`src/rtl/obstacle_lane.sv`:
```
// Pooled obstacle lane: spawns obstacles on a frame interval, moves them once per playing
// frame and retires them once they have fully left the screen.
module obstacle_lane #(
    parameter int NUM_OBS  = 4,
    parameter int X_W      = 11,
    parameter int SPD_W    = 4,
    parameter int SCREEN_W = 640,
    parameter int OBJ_W    = 16,
    parameter int CNT_W    = 3
) (
    input  logic                   CLOCK_50,
    input  logic                   reset,
    input  logic [1:0]             gameState,
    input  logic                   frame_start,
    input  logic                   enable,
    input  logic                   direction,
    input  logic [SPD_W-1:0]       speed,
    input  logic [7:0]             spawn_interval,
    input  logic [8:0]             lane_y,
    output logic [NUM_OBS*X_W-1:0] obs_x,
    output logic [8:0]             obs_y,
    output logic [NUM_OBS-1:0]     obs_valid,
    output logic [CNT_W-1:0]       active_count,
    output logic                   spawn_drop
);

    localparam logic signed [X_W-1:0] RIGHT_EDGE = X_W'(SCREEN_W);
    localparam logic signed [X_W-1:0] LEFT_EDGE  = X_W'(-OBJ_W);

    logic [NUM_OBS-1:0][X_W-1:0] x_q, x_d;
    logic [NUM_OBS-1:0]          valid_q, valid_d;
    logic [7:0]                  cnt_q, cnt_d;
    logic [8:0]                  y_q, y_d;
    logic [CNT_W-1:0]            count_q, count_d;
    logic                        drop_q, drop_d;

    logic                        frame_step;
    logic                        spawn_due;
    logic                        found;
    logic [7:0]                  eff_interval;
    logic signed [X_W-1:0]       spd_ext;
    logic signed [X_W-1:0]       x_cur;
    logic signed [X_W-1:0]       x_new;

    assign frame_step   = frame_start && (gameState == 2'b01);
    assign eff_interval = (spawn_interval == 8'd0) ? 8'd1 : spawn_interval;
    assign spd_ext      = $signed({{(X_W-SPD_W){1'b0}}, speed});

    always_comb begin
        x_d       = x_q;
        valid_d   = valid_q;
        cnt_d     = cnt_q;
        y_d       = y_q;
        drop_d    = 1'b0;
        spawn_due = 1'b0;
        found     = 1'b0;
        x_cur     = '0;
        x_new     = '0;
        count_d   = '0;

        if (gameState == 2'b00) begin
            valid_d = '0;
            cnt_d   = '0;
        end else if (frame_step) begin
            y_d = lane_y;
            for (int i = 0; i < NUM_OBS; i++) begin
                if (valid_q[i]) begin
                    x_cur = $signed(x_q[i]);
                    x_new = direction ? (x_cur + spd_ext) : (x_cur - spd_ext);
                    x_d[i] = x_new;
                    if (direction ? (x_new >= RIGHT_EDGE) : (x_new <= LEFT_EDGE)) begin
                        valid_d[i] = 1'b0;
                    end
                end
            end

            if (enable) begin
                if (({1'b0, cnt_q} + 9'd1) >= {1'b0, eff_interval}) begin
                    spawn_due = 1'b1;
                    cnt_d     = '0;
                end else begin
                    cnt_d = cnt_q + 8'd1;
                end
            end

            // Allocation looks at pre-step validity so a slot retired this step stays unused.
            if (spawn_due) begin
                for (int i = 0; i < NUM_OBS; i++) begin
                    if (!found && !valid_q[i]) begin
                        found      = 1'b1;
                        valid_d[i] = 1'b1;
                        x_d[i]     = direction ? LEFT_EDGE : RIGHT_EDGE;
                    end
                end
                drop_d = !found;
            end
        end

        for (int i = 0; i < NUM_OBS; i++) begin
            count_d = count_d + CNT_W'(valid_d[i]);
        end
    end

    always_ff @(posedge CLOCK_50) begin
        if (reset) begin
            x_q     <= '0;
            valid_q <= '0;
            cnt_q   <= '0;
            y_q     <= '0;
            count_q <= '0;
            drop_q  <= 1'b0;
        end else begin
            x_q     <= x_d;
            valid_q <= valid_d;
            cnt_q   <= cnt_d;
            y_q     <= y_d;
            count_q <= count_d;
            drop_q  <= drop_d;
        end
    end

    assign obs_x        = x_q;
    assign obs_y        = y_q;
    assign obs_valid    = valid_q;
    assign active_count = count_q;
    assign spawn_drop   = drop_q;

endmodule

```
`config.mk`:
```
export PLATFORM = sky130hd
export DESIGN_NAME = obstacle_lane
export DESIGN_NICKNAME = d
export VERILOG_FILES = /design/src/rtl/obstacle_lane.sv
export SDC_FILE = /design/constraint.sdc
export NUM_CORES = 1
export LEC_CHECK = 0
export BUFFER_PORTS_ARGS = -buffer_cell sky130_fd_sc_hd__buf_2
export CORE_MARGIN = 5
export CORE_UTILIZATION = 57
export DETAILED_ROUTE_END_ITERATION = 8
export PLACE_DENSITY = 0.81
export SLEW_MARGIN = 20
export SYNTH_ARGS = -nofsm -noshare
export SYNTH_HDL_FRONTEND = slang
export SYNTH_SLANG_ARGS = --single-unit
```
`constraint.sdc`:
```
create_clock -name CLOCK_50 -period 5.52 [get_ports CLOCK_50]
set_input_delay 0.276 -clock CLOCK_50 [delete_from_list [all_inputs] [get_ports CLOCK_50]]
set_output_delay 0.276 -clock CLOCK_50 [all_outputs]
set_load 0.01 [all_outputs]
```
==> reports/results.ini <==
[outcome]
status=finished clean

[critical_path]
path_cells=buf_2 > inv_1 > ha_1 > nor2_1 > xor2_1 > ha_1 > nor2b_4 > o31a_1 > o311a_4 > or4_4 > nand3_2 > a311o_2 > a32o_1 > o21ai_0 > fa_1 > inv_1 > ha_1 > ha_1 > nor2b_1
worstSetupPathType=in2reg
critPathCaptureType=flip-flop
crit_buf_inv=3
cp_max_fo=6
critPathArrivalTime_ns=4.63
crit_required_ns=5.75
critPathMaxStageDelay_ns=0.51
start_kind=primary input
critPathMostFrequentCell=ha_1
crit_family=adder cells
crit_path_top_delay_cell=fa_1

[finish]
post-route-util_pct=66.92
diodes=0
num-fill-cells=798
syn_to_final_growth_pct=13.38
seq_area_sq_um=1381
drive_above_1_share_pct=17.17
stdcell_count=842
multi_input_area_sq_um=3598
fin_nets=815

[power_and_ir_drop]
pwr-share-clk_pct=36.7
p_sw_uw=307.1
switching_share_pct=29.43
power_per_cell_area_nw_per_um2=177.1
pwr-share-seq_pct=48.1
cell_internal_pwr_uw=736.5
ir_worst_vdd_mv=0.1100
p_leak_nw=2.685
combPwrFrac_pct=15.2

[clock_tree]
cts_tree=done
numCtsBuffers=9
root_buffer=clkbuf_8
cts_setup_buffers=0
cts_resized=0
cts.sinks=69
clockBufferDepth=2
ctsHoldBuffers=0
clk_latency_ns=0.36
cts_max_level=3
path_clk_slew_ns=0.08

[drt]
routed_via_density=6.134
wirelength_um=14550
drc_errors=0
wire_per_inst_um=17.28
dr.pass1.iters=5
drtIter0Drc=272
drtAntennaViolNets=0
dr_total_vias=5165

[synth]
syn_inst=650
synthesis.nets=736
yosysWarnings=0
ys_seq_area_share_pct=26.58
synth-edff-count=0
syn-cell-area_sq_um=5197
syn_avg_cell_area_sq_um=7.996
ys_async_sr_fraction_pct=0
synthDistinctLibCells=64
synthFlopType=dfxtp_1
ys_seq_elements=69

[sta]
finalSetupTns_ns=0
hold_viol_final=0
drv_slew=0
max_freq_mhz=227.1
min_period_ns=4.404
setup_viol=0
slew_headroom_pct=37.64
setup_ws_ns=1.116
fin_worst_skew_ns=0.01281
worst_slew_pin_slew_ns=0.9355
grt_setup_unrepaired=no
fin_crit_sh_pct=79.78

[die]
dieHeight_um=105.5
std_cell_rows=34
initial_core_util_pct=59.02
die_area_sq_um=11130
die_x_um=105.5
io_pins=89
core-area_sq_um=8806

[hold_path]
hold_path_class=in2reg

[placement]
portBuffers=88
dp_cells=826
preCtsSetupSlack_ns=0.7539
dp.final_hpwl_um=11060
gp_congestion=0.9375

[global_route]
overflow=0
grt_pass1_vias=5081
grt_max_degree=61
grt_pass1_wl_um=24010
grt_antenna_before_repair=0
grt_usage_pct=26.13

[job]
maxCapViolations=0

[layer usage]
metal / track usage [%] / part of all wire [%]
met5: 0 / 0
met1: 32.12 / 43
met3: 4.095 / 5.4
met4: 11.84 / 2.9
met2: 44.99 / 49
[registers in the layout, summed over array words and instances (netlist names)]
name and count:
obs_y 9, cnt_q 8, active_count 3, spawn_drop 1, obs_valid 4, obs_x 44
[logic make-up after synthesis]
family / after synthesis / synth area share [%]
xor gates and xnor gates: 46 / 7.752
muxes: 3 / 0.6259
adders and majority gates: 58 / 14.68
and+or+nand+nor: 238 / 22.70
AOI/OAI and AO/OA: 177 / 23.30
DFF: 69 / 26.58
buffers and inverters: 59 / 4.357
[cells in the mapped netlist, types with 4 or more instances]
| cell | count | share of area [%] |
|---|---|---|
| dfxtp_1 | 69 | 27 |
| nor2_1 | 69 | 5.0 |
| nand2_1 | 55 | 4.0 |
| ha_1 | 53 | 13 |
| a21oi_1 | 47 | 4.5 |
| inv_1 | 36 | 2.6 |
| xnor2_1 | 25 | 4.2 |
| o21ai_0 | 23 | 2.2 |
| xor2_1 | 21 | 3.5 |
| nand3_1 | 19 | 1.8 |
| nor3_1 | 19 | 1.8 |
| clkbuf_1 | 17 | 1.2 |
| nor2b_1 | 17 | 2.0 |
| a21o_1 | 14 | 2.0 |
| and3_1 | 13 | 1.6 |
| a31oi_1 | 12 | 1.4 |
| a211oi_1 | 11 | 1.6 |
| a221oi_1 | 11 | 1.9 |
| nand2b_1 | 11 | 1.3 |
| o21a_1 | 10 | 1.4 |
| a22oi_1 | 8 | 1.2 |
| fa_1 | 5 | 1.9 |
| nand4_1 | 5 | 0.60 |
| o211ai_1 | 5 | 0.72 |
| and2_1 | 4 | 0.48 |
| buf_2 | 4 | 0.39 |
| o21bai_1 | 4 | 0.58 |
[per-stage QoR]
step | hold slack [ns] | total power [mW] | instance area, sq um
after floorplan | 0.4120 | 0.6215 | 5197
after global placement | 0.4390 | 0.6638 | 5704
after detailed placement | 0.4463 | 0.6691 | 5704
after CTS | 0.1420 | 1.049 | 5882
after global routing | 0.1626 | 1.088 | 5893
final | 0.1525 | 1.044 | 5893
[cells in the final DEF (no fill, tap or decap), types with 3 or more instances in the layout]
cell type and n:
buf_2 87, dfxtp_1 69, nor2_1 68, nand2_1 55, ha_1 53, a21oi_1 47, inv_1 36, xnor2_1 25
o21ai_0 23, xor2_1 21, nand3_1 19, nor3_1 19, nor2b_1 17, a21o_1 14, and3_1 13, a31oi_1 12
a221oi_1 11, nand2b_1 11, a211oi_1 11, o21a_1 10, clkbuf_8 10, a22oi_1 8, o211ai_1 5, nand4_1 5
fa_1 5, o21bai_1 4, and2_1 4, buf_4 4, or2_2 3, o31ai_1 3, a31o_2 3, or4_1 3
o31a_1 3, nor3b_1 3, a21boi_0 3, clkinvlp_4 3
[worst min-delay path, delay by kind of cell]
| kind | cells | cell delay, ns |
|---|---|---|
| AOI/OAI and AO/OA | 1 | 0.05 |
| and+or+nand+nor | 1 | 0.05 |
| buffers and inverters | 1 | 0.10 |
[path summary, 6_finish.rpt]
path	start	to	slack (ns)	cells past startpoint
worst max-delay path	speed[0]	active_count[1]	1.12	19
worst min-delay path	lane_y[0]	obs_y[0]	0.15	3
worst max register to register	cnt_q[2]	active_count[1]	1.20	17
worst min register to register	obs_y[8]	obs_y[8]	0.46	2
[power groups by stage]
stage / sequential (mW) / combinational (mW) / clock [mW]
global route: 0.503 / 0.174 / 0.411
floorplan: 0.515 / 0.106 / 0
global placement: 0.514 / 0.150 / 0
detailed placement: 0.514 / 0.155 / 0
finish: 0.502 / 0.158 / 0.383
CTS: 0.502 / 0.156 / 0.391
[cell type report]
class                      instances  area share, %
clock buffer                      11          2.399
multi-input combinational        522          61.06
timing repair buffer              91          7.898
sequential                        69          23.44
tap                              108          2.293
clock inverter                     5         0.6157
inverter                          36          2.293
Power figures use the tool's default switching activity.
